--- config.mk ---
export PLATFORM = sky130hd
export DESIGN_NAME = timer_int_ctrl
export DESIGN_NICKNAME = d
export VERILOG_FILES = /design/src/rtl/timer_int_ctrl.sv
export SDC_FILE = /design/constraint.sdc
export NUM_CORES = 1
export LEC_CHECK = 0
export ABC_AREA = 1
export CAP_MARGIN = 20
export CORE_ASPECT_RATIO = 1.25
export CORE_MARGIN = 4
export CORE_UTILIZATION = 29
export CTS_BUF_LIST = sky130_fd_sc_hd__clkbuf_8
export CTS_CLUSTER_DIAMETER = 40
export DETAILED_ROUTE_END_ITERATION = 8
export PLACE_DENSITY = 0.71
export SLEW_MARGIN = 40
export SYNTH_ARGS = -nofsm -noshare
export SYNTH_HDL_FRONTEND = slang
export SYNTH_SLANG_ARGS = --single-unit
export TNS_END_PERCENT = 100
--- constraint.sdc ---
create_clock -name pclk -period 1 [get_ports pclk]
set_input_delay 0.2 -clock pclk [delete_from_list [all_inputs] [get_ports pclk]]
set_output_delay 0.2 -clock pclk [all_outputs]
set_load 0.02 [all_outputs]
--- src/rtl/timer_int_ctrl.sv ---
// -----------------------------------------------------------------------------
// timer_int_ctrl
//
// Receives the timer's overflow/underflow trigger pulses and holds them as
// sticky status bits. An APB slave port gives access to the enable and
// status registers. The block drives a masked level interrupt, and it sends
// one-cycle clear pulses back to the trigger source whenever software clears
// a status bit.
//
// Parameters
//   ADDR_W   APB address width (at least 4)
//   WAIT_ST  wait states before pready: 0 or 1
//
// Build option
//   TMR_MISS_CNT_EN  When defined, adds the TMCNT register at offset 0x0C.
//                    It holds two saturating 4-bit counters that count
//                    trigger pulses arriving while the status bit is
//                    already set. When not defined, 0x0C is an unmapped
//                    address.
//
// Ports
//   pclk, preset_n        APB clock; asynchronous active-low reset
//   psel, penable, pwrite APB control
//   paddr, pwdata         byte address (bits [1:0] ignored), write data
//   prdata, pready        read data, valid in the single pready cycle
//   pslverr               unmapped offset, asserted together with pready
//   ovf_trig, udf_trig    single-cycle event pulses from the timer
//   trig_clr              [0]=ovf, [1]=udf one-cycle clear pulses to source
//   tmr_irq               registered |(status & enable)
//
// Register map
//   0x00 TIER  RW   [1:0] = {udf_ie, ovf_ie}
//   0x04 TISR  W1C  [1:0] = {udf_st, ovf_st}
//   0x08 TIMSR RO   TISR & TIER
//   0x0C TMCNT RO   {udf_miss, ovf_miss}; any write clears both counters
// -----------------------------------------------------------------------------
module timer_int_ctrl #(
  parameter int ADDR_W  = 8,
  parameter int WAIT_ST = 1
) (
  input  logic              pclk,
  input  logic              preset_n,
  input  logic              psel,
  input  logic              penable,
  input  logic              pwrite,
  input  logic [ADDR_W-1:0] paddr,
  input  logic [7:0]        pwdata,
  output logic [7:0]        prdata,
  output logic              pready,
  output logic              pslverr,
  input  logic              ovf_trig,
  input  logic              udf_trig,
  output logic [1:0]        trig_clr,
  output logic              tmr_irq
);

  // ST_ACCESS: the setup phase has been seen and we are waiting out the
  //            first access cycle (used only when WAIT_ST=1).
  // ST_DONE:   the cycle in which pready is high.
  typedef enum logic [1:0] {
    ST_IDLE   = 2'd0,
    ST_ACCESS = 2'd1,
    ST_DONE   = 2'd2
  } apb_state_e;

  apb_state_e        state_q, state_d;
  logic [1:0]        ie_q, ie_d;
  logic [1:0]        st_q, st_d;
  logic [1:0]        trig_clr_q, trig_clr_d;
  logic [7:0]        prdata_q, prdata_d;
  logic              pready_q, pready_d;
  logic              pslverr_q, pslverr_d;
  logic              irq_q, irq_d;

  logic [ADDR_W-3:0] word_idx;
  logic              sel_tier, sel_tisr, sel_timsr, sel_tmcnt, mapped;
  logic              do_xfer, wr_en;
  logic [1:0]        w1c_mask;
  logic [7:0]        rd_val, tmcnt_val;
  logic              unused_ok;

  assign word_idx  = paddr[ADDR_W-1:2];
  assign sel_tier  = (word_idx == (ADDR_W-2)'(0));
  assign sel_tisr  = (word_idx == (ADDR_W-2)'(1));
  assign sel_timsr = (word_idx == (ADDR_W-2)'(2));
  assign mapped    = sel_tier | sel_tisr | sel_timsr | sel_tmcnt;
  assign unused_ok = ^{paddr[1:0], pwdata[7:2]};

  // APB sequencing. The registered pready is raised at the clock edge where
  // the transfer takes effect. The register update and the prdata capture
  // both happen at that same edge.
  // NOTE: every signal written in always_comb gets a default first, so no
  // path through the block can leave a value held (that would infer a latch).
  always_comb begin
    state_d = state_q;
    do_xfer = 1'b0;
    case (state_q)
      ST_IDLE, ST_DONE: begin
        if (psel && !penable) begin
          if (WAIT_ST == 0) begin
            do_xfer = 1'b1;
            state_d = ST_DONE;
          end else begin
            state_d = ST_ACCESS;
          end
        end else begin
          state_d = ST_IDLE;
        end
      end
      ST_ACCESS: begin
        if (!psel) begin
          state_d = ST_IDLE;          // master aborted: no write, no pready
        end else if (penable) begin
          do_xfer = 1'b1;
          state_d = ST_DONE;
        end
      end
      default: state_d = ST_IDLE;
    endcase
  end

  always_comb begin
    wr_en    = do_xfer & pwrite;
    w1c_mask = (wr_en && sel_tisr) ? pwdata[1:0] : 2'b00;

    ie_d = (wr_en && sel_tier) ? pwdata[1:0] : ie_q;

    // OR-ing in the trigger after the clear is what makes a same-cycle set
    // win over a W1C. The clear pulse to the source still goes out.
    st_d       = (st_q & ~w1c_mask) | {udf_trig, ovf_trig};
    trig_clr_d = w1c_mask;
    irq_d      = |(st_q & ie_q);

    rd_val = 8'h00;
    if (sel_tier) begin
      rd_val = {6'b0, ie_q};
    end else if (sel_tisr) begin
      rd_val = {6'b0, st_q};
    end else if (sel_timsr) begin
      rd_val = {6'b0, st_q & ie_q};
    end else if (sel_tmcnt) begin
      rd_val = tmcnt_val;
    end

    pready_d  = do_xfer;
    pslverr_d = do_xfer & ~mapped;
    prdata_d  = prdata_q;
    if (do_xfer) begin
      prdata_d = (!pwrite && mapped) ? rd_val : 8'h00;
    end
  end

  // NOTE: state is updated with non-blocking assignments only, so every flop
  // samples the pre-edge value of every other flop regardless of order.
  always_ff @(posedge pclk or negedge preset_n) begin
    if (!preset_n) begin
      state_q    <= ST_IDLE;
      ie_q       <= 2'b00;
      st_q       <= 2'b00;
      trig_clr_q <= 2'b00;
      prdata_q   <= 8'h00;
      pready_q   <= 1'b0;
      pslverr_q  <= 1'b0;
      irq_q      <= 1'b0;
    end else begin
      state_q    <= state_d;
      ie_q       <= ie_d;
      st_q       <= st_d;
      trig_clr_q <= trig_clr_d;
      prdata_q   <= prdata_d;
      pready_q   <= pready_d;
      pslverr_q  <= pslverr_d;
      irq_q      <= irq_d;
    end
  end

`ifdef TMR_MISS_CNT_EN
  logic [3:0] ovf_miss_q, ovf_miss_d;
  logic [3:0] udf_miss_q, udf_miss_d;
  logic       cnt_wipe;

  assign sel_tmcnt = (word_idx == (ADDR_W-2)'(3));
  assign tmcnt_val = {udf_miss_q, ovf_miss_q};

  // A miss is a trigger that arrives while its status bit is already set.
  // The check uses st_q, so a trigger that collides with a W1C still counts.
  // A write to TMCNT takes priority over an increment in the same cycle.
  always_comb begin
    cnt_wipe   = wr_en & sel_tmcnt;
    ovf_miss_d = ovf_miss_q;
    udf_miss_d = udf_miss_q;
    if (cnt_wipe) begin
      ovf_miss_d = 4'h0;
      udf_miss_d = 4'h0;
    end else begin
      if (ovf_trig && st_q[0] && (ovf_miss_q != 4'hF)) ovf_miss_d = ovf_miss_q + 4'd1;
      if (udf_trig && st_q[1] && (udf_miss_q != 4'hF)) udf_miss_d = udf_miss_q + 4'd1;
    end
  end

  always_ff @(posedge pclk or negedge preset_n) begin
    if (!preset_n) begin
      ovf_miss_q <= 4'h0;
      udf_miss_q <= 4'h0;
    end else begin
      ovf_miss_q <= ovf_miss_d;
      udf_miss_q <= udf_miss_d;
    end
  end
`else
  assign sel_tmcnt = 1'b0;
  assign tmcnt_val = 8'h00;
`endif

  assign prdata   = prdata_q;
  assign pready   = pready_q;
  assign pslverr  = pslverr_q;
  assign trig_clr = trig_clr_q;
  assign tmr_irq  = irq_q;

endmodule

==> metrics.txt, run 1 <==
status finished, violations left; violated checks negative setup slack; DR vias/cell 4.15; Yosys top cell area share 45.5%; CP dominant cell by count nand2_1; Die X-Extent 52.4 um; # DRC 0; number of global-route vias before repair 690; CTS tree yes; pwr dens 1100 nW/um2; Post-CTS Hold Buffers 0; fin util 46.9%; register area share after synthesis 45.5%; area leader, netlist dfrtp_1; CTS buffer count 3; Synth area leaders dfrtp_1 (46%), nand2_1 (14%), buf_4 (6.3%); Final Hold Violating Endpoints 0; clk root buf clkbuf_8; total power 1.18 mW; critical path type reg -> reg; Max Cap Viol 0; VDD IR-drop max 0.000622 V; GRT overflow 0; Total Routing Usage GR 11.1%; Cells after Synth 90; Placed Cells 151; Max Clk Rate 942 MHz; Leak 0.607 nW; critical path endpoint category flop; wire per inst 10.6 um; Syn Area/Cell 7.94 um2; H-tree lvl count 1; DRT Pass-1 Iters 2; Synth Register Bits 13; top cells by count, synth nand2_1 (27), dfrtp_1 (13), inv_1 (12); reg2reg end st_q[0]$_DFF_PN0_; synthesis-to-finish area growth 49.7%; Clock Latency Late Sink 0.24 ns; cells along the critical path inv_2 > nand4_4 > nor2_4 > nand3_1 > nand2_1 > nand2_1; slowest CP cell dfrtp_1; Post-synth EDFFs 0; Max stage delay on crit path 0.38 ns; required time worst endpoint 1.13 ns; clk buf depth 2; RSZ-0062 raised after global routing true; CP Data Arrival Time 1.19 ns; WP depth 6; CP Buf/Inv Count 1; FFs w/ async S/R, synth 100%; initial core utilization 31.3%; Setup Skew 0.00602 ns; crit start category flop; fill cell count 252; Reg clk slew, reported paths 0.06 ns; Cell Area, Synth 714 um2; clk sinks 13; Final WS setup -0.0619 ns; Top Ports 36; initial drt markers 2; Ys Warns 0; cell count of the worst reg-to-reg path 6; total vias in the final route 652; count of cell types in the netlist 18; Non-Filler Instances 157; Worst Setup EP st_q[0]$_DFF_PN0_; flop-to-flop setup slack -0.06 ns; final worst-path cycle share 106%; largest net degree at the start of global routing 14; first-pass GRT wire length 2.82 mm; fin crit period 1.06 ns; Top delay family on crit path simple AND/OR/NAND/NOR gates; share of cells above drive strength 1 31.7%; ys flop type dfrtp_1; antenna cells 0; overall die height 63.5 um; core box area 2280 um2; most frequent cell after synthesis nand2_1; # setup viols final 6; HPWL after DPL 1.33 mm; Worst Path Max Fanout 3; setup TNS -0.229 ns; Final ANT Viol Nets 0; reg-to-reg startpoint state_q[1]$_DFFE_PN0P_; die area 3330 um2; DRT Wirelength 1.67 mm; Row Count 19; CP Launch Point state_q[1]$_DFFE_PN0P_; Max Slew Vio Count 0; worst min path class in -> async; RD Place Congestion 0.808; Place WS -0.448 ns; NumNets Final 150; I/O Buffers 21; initial antenna violation count 0
## cells in the final DEF (no fill, tap or decap)
cell	count
dfrtp_1	13
conb_1	6
o21ai_0	1
nand3_1	4
inv_2	4
nand3_2	2
nand3b_1	1
clkdlybuf4s50_1	6
dlygate4sd2_1	8
nand4_1	2
a211oi_1	1
nor2_2	2
nor2_4	5
nor2_1	6
buf_4	12
nand2_4	1
nand4_4	1
buf_2	6
inv_1	11
buf_6	1
nand2_1	27
clkbuf_8	3
nor3_2	2
nand2_2	1
## what timing repair did
| item | 4_1_cts | 5_1_grt |
|---|---|---|
| endpoints found under the setup margin | 15 | 10 |
| gates resized for setup | 44 | 3 |
| pin swaps | 5 | 1 |
| setup buffers | 1 | 1 |
## flip-flops by register name (all words and copies together) (netlist names)
name and count:
prdata 2, st_q 2, state_q 2, trig_clr 2, pready 1, tmr_irq 1, ie_q 2, pslverr 1
## stage by stage
step	cell area, um2	hold slack [ns]
2_1_floorplan	733	-0.0956
3_3_place_gp	1010	0.433
3_5_place_dp	1010	0.449
4_1_cts	1050	0.271
5_1_grt	1070	0.287
6_report	1070	0.263
## worst min-delay path by stage
stage               slack (ns)  cells past startpoint                    from                     end
global placement          0.43                      1  state_q[1]$_DFFE_PN0P_  state_q[0]$_DFFE_PN0P_
global route              0.29                      2                preset_n        pready$_DFF_PN0_
finish                    0.26                      2                preset_n        pready$_DFF_PN0_
detailed placement        0.45                      1  state_q[1]$_DFFE_PN0P_  state_q[0]$_DFFE_PN0P_
floorplan                 -0.1                      0                preset_n     ie_q[0]$_DFFE_PN0P_
CTS                       0.27                      2                preset_n        pready$_DFF_PN0_
## worst reg2reg max path: stages, from the launching register on
cell	delay [ns]
dfrtp_1	0.38
inv_2	0.08
nand4_4	0.14
nor2_4	0.14
nand3_1	0.10
nand2_1	0.08
nand2_1	0.04
## cell families (layout without fill, tap and decap cells)
logic type / Yosys count / in the layout / synth area share, %
buf+inv: 20 / 51 / 13.7
flops: 13 / 13 / 45.5
simple gates: 54 / 54 / 38.5
other cells: 1 / 6 / 0.525
compound gates: 2 / 2 / 1.75
## layer usage
| metal | track usage [%] | share of wire [%] | wire, um |
|---|---|---|---|
| met5 | 0 | 0 | 0 |
| met3 | 2.36 | 7.4 | 123 |
| met4 | 4.79 | 1.6 | 27 |
| met2 | 20.0 | 53 | 883 |
| met1 | 12.0 | 38 | 634 |
## final cells by class
class                      count  area, um2  share of cell area [%]
clock buffer                   3       41.3                    3.86
clock inverter                 1       3.75                   0.351
inverter                      14       52.6                    4.91
multi-input combinational     62        347                    32.4
sequential                    13        325                    30.4
tap                           31       38.8                    3.63
timing repair buffer          33        262                    24.4
## power breakdown
group	switching [mW]	total, mW	leakage (nW)	internal, mW
registers	0.00495	0.539	0.169	0.534
logic	0.105	0.184	0.411	0.0789
clock network	0.187	0.457	0.0269	0.271
(Power assumes the default switching activity.)
==> run 2, diff against run 1 <==
--- a/config.mk
+++ b/config.mk
@@ -12,6 +12,7 @@
 export CORE_UTILIZATION = 29
 export CTS_BUF_LIST = sky130_fd_sc_hd__clkbuf_8
 export CTS_CLUSTER_DIAMETER = 40
+export CTS_CLUSTER_SIZE = 40
 export DETAILED_ROUTE_END_ITERATION = 8
 export PLACE_DENSITY = 0.71
 export SLEW_MARGIN = 40
==> results of run 2 <==
The final DEF is identical to that of run 1; final timing and power are the same.
==> run 3, diff against run 2 <==
--- a/config.mk
+++ b/config.mk
@@ -14,7 +14,7 @@
 export CTS_CLUSTER_DIAMETER = 40
 export CTS_CLUSTER_SIZE = 40
 export DETAILED_ROUTE_END_ITERATION = 8
-export PLACE_DENSITY = 0.71
+export PLACE_DENSITY_LB_ADDON = 0.05
 export SLEW_MARGIN = 40
 export SYNTH_ARGS = -nofsm -noshare
 export SYNTH_HDL_FRONTEND = slang
==> run 3 against run 2 <==
  * The flow still finishes with violations (negative setup slack)
  * Combinational power about the same
  * Critical path depth unchanged
  * Die area unchanged
  * Total power decreased by 0.67%
  * Core utilization increased by 0.44 points
  * Critical endpoint is now ie_q[1]$_DFFE_PN0P_
  * Clock skew decreased by 0.0029 ns
  * Highest routed layer unchanged
  * First-iteration DRC count increased by 50%
  * Global-route usage decreased by 0.42 points
  * Clock power decreased by 2%
  * Non-clock buffer count increased by 1
  * Largest power group unchanged
==> metrics.txt, run 3 (synthesized netlist as in run 1, its figures left out) <==
Final ANT Viol Nets 0 (unchanged); flop-to-flop setup slack -0.05 ns (+0.02 ns); total vias in the final route 633 (-2.9%); final worst-path cycle share 105% (-1.6 points); initial drt markers 3 (+1); Final WS setup -0.0456 ns (+0.0164 ns); crit start category flop; # setup viols final 6 (unchanged); Reg clk slew, reported paths 0.05 ns (about the same); reg-to-reg startpoint state_q[1]$_DFFE_PN0P_; Leak 0.613 nW (+0.92%); HPWL after DPL 1.29 mm (-2.6%); pwr dens 1090 nW/um2 (-1.6%); synthesis-to-finish area growth 51.1%; violated checks negative setup slack; CP Launch Point state_q[1]$_DFFE_PN0P_; status finished, violations left; GRT overflow 0 (unchanged); Final Hold Violating Endpoints 0 (unchanged); die area 3330 um2 (unchanged); clk sinks 13 (unchanged); DRT Pass-1 Iters 3 (+1); initial core utilization 31.3% (unchanged); H-tree lvl count 1 (unchanged); Place WS -0.414 ns (+0.0339 ns); most common cell after layout, fill and taps aside nand2_1; CTS tree yes; clk root buf clkbuf_8; Post-CTS Hold Buffers 0 (unchanged); Total Routing Usage GR 10.7% (-0.42 points); NumNets Final 151 (+0.67%); fin util 47.3% (+0.44 points); initial antenna violation count 0 (unchanged); overall die height 63.5 um (unchanged); number of global-route vias before repair 634 (-8.1%); I/O Buffers 21 (unchanged); Max Cap Viol 0 (unchanged); fin crit period 1.05 ns (-0.0164 ns); Row Count 19 (unchanged); largest net degree at the start of global routing 14 (unchanged); # DRC 0 (unchanged); DR vias/cell 4.01 (-3.5%); required time worst endpoint 1.13 ns (about the same); cell count of the worst reg-to-reg path 6 (unchanged); wire per inst 10.2 um (-4.1%); reg2reg end ie_q[1]$_DFFE_PN0P_; core box area 2280 um2 (unchanged); CTS buffer count 3 (unchanged); commonest non-fill, non-tap cells in the layout nand2_1 (27), dfrtp_1 (13), buf_4 (13), inv_1 (12), dlygate4sd2_1 (8); critical path endpoint category flop; share of cells above drive strength 1 31.5% (-0.25 points); Setup Skew 0.00312 ns (-0.00291 ns); Clock Latency Late Sink 0.24 ns (about the same); VDD IR-drop max 0.00106 V (+71%); Max Clk Rate 956 MHz (+1.6%); Die X-Extent 52.4 um (unchanged); RD Place Congestion 0.752 (-7.0%); postcts setup bufs 0 (-1); first-pass GRT wire length 2.64 mm (-6.6%); RSZ-0062 raised after global routing true; antenna cells 0 (unchanged); critical path type reg -> reg; Worst Path Max Fanout 3 (unchanged); Max Slew Vio Count 0 (unchanged); DRT Wirelength 1.61 mm (-3.5%); setup TNS -0.247 ns (-0.0183 ns); Top Ports 36 (unchanged); Hold Slack 0.270 ns (+0.00659 ns); worst min path class in -> async; clk buf depth 2 (unchanged); CP Data Arrival Time 1.18 ns (about the same); Worst Setup EP ie_q[1]$_DFFE_PN0P_
==> run 3: cell types whose count changed in the layout (fill, tap and decap cells not counted), sizes merged <==
cell and change:
buf +1
==> run 3: metal layers <==
metal,global-route usage [%],part of all wire (%),vias to the layer above
met4,3.83,1.1,0
met5,0,0,-
li1,-,-,339
met3,4.72,7.5,2
met2,17.5,51,15
met1,12.0,41,277
==> run 3: report_power, final <==
part           total (mW)  internal, mW  switching, mW
Clock               0.449         0.270          0.179
Combinational       0.184        0.0803          0.104
Sequential          0.539         0.534        0.00492
Total                1.17         0.885          0.287
==> run 3: repair_timing <==
item | CTS | global route
endpoints found under the setup margin | 15 | 10
resized for setup | 43 | 3
pin swaps | 9 | 1
==> run 3: layout make-up <==
class	count	area, um2
clock inverter	1	3.75
tap	31	38.8
timing repair buffer	34	269
fill	255	1200
sequential	13	325
inverter	14	52.6
clock buffer	3	41.3
multi-input combinational	62	349
==> run 3: per-stage QoR <==
stage	power, mW	instance area [um2]	cells
2_1_floorplan	0.635	733	95
3_3_place_gp	0.737	1030	154
3_5_place_dp	0.738	1030	154
4_1_cts	1.19	1070	158
5_1_grt	1.24	1080	158
6_report	1.17	1080	158
==> run 3: how the worst min path moves through the flow <==
stage                                   to  slack [ns]  cells after the start
floorplan              ie_q[0]$_DFFE_PN0P_        -0.1                      0
global placement    state_q[0]$_DFFE_PN0P_        0.45                      1
detailed placement  state_q[0]$_DFFE_PN0P_        0.43                      1
CTS                      tmr_irq$_DFF_PN0_        0.27                      2
global route         prdata[1]$_DFFE_PN0N_        0.29                      2
finish                   tmr_irq$_DFF_PN0_        0.27                      2
==> run 3: worst max-delay path, cell delays in order (launching register included) <==
cell     delay [ns]
dfrtp_1        0.38
inv_2          0.08
nand4_4        0.13
nor2_4         0.15
nand3_2        0.08
nand2_1        0.07
nand2_1        0.05
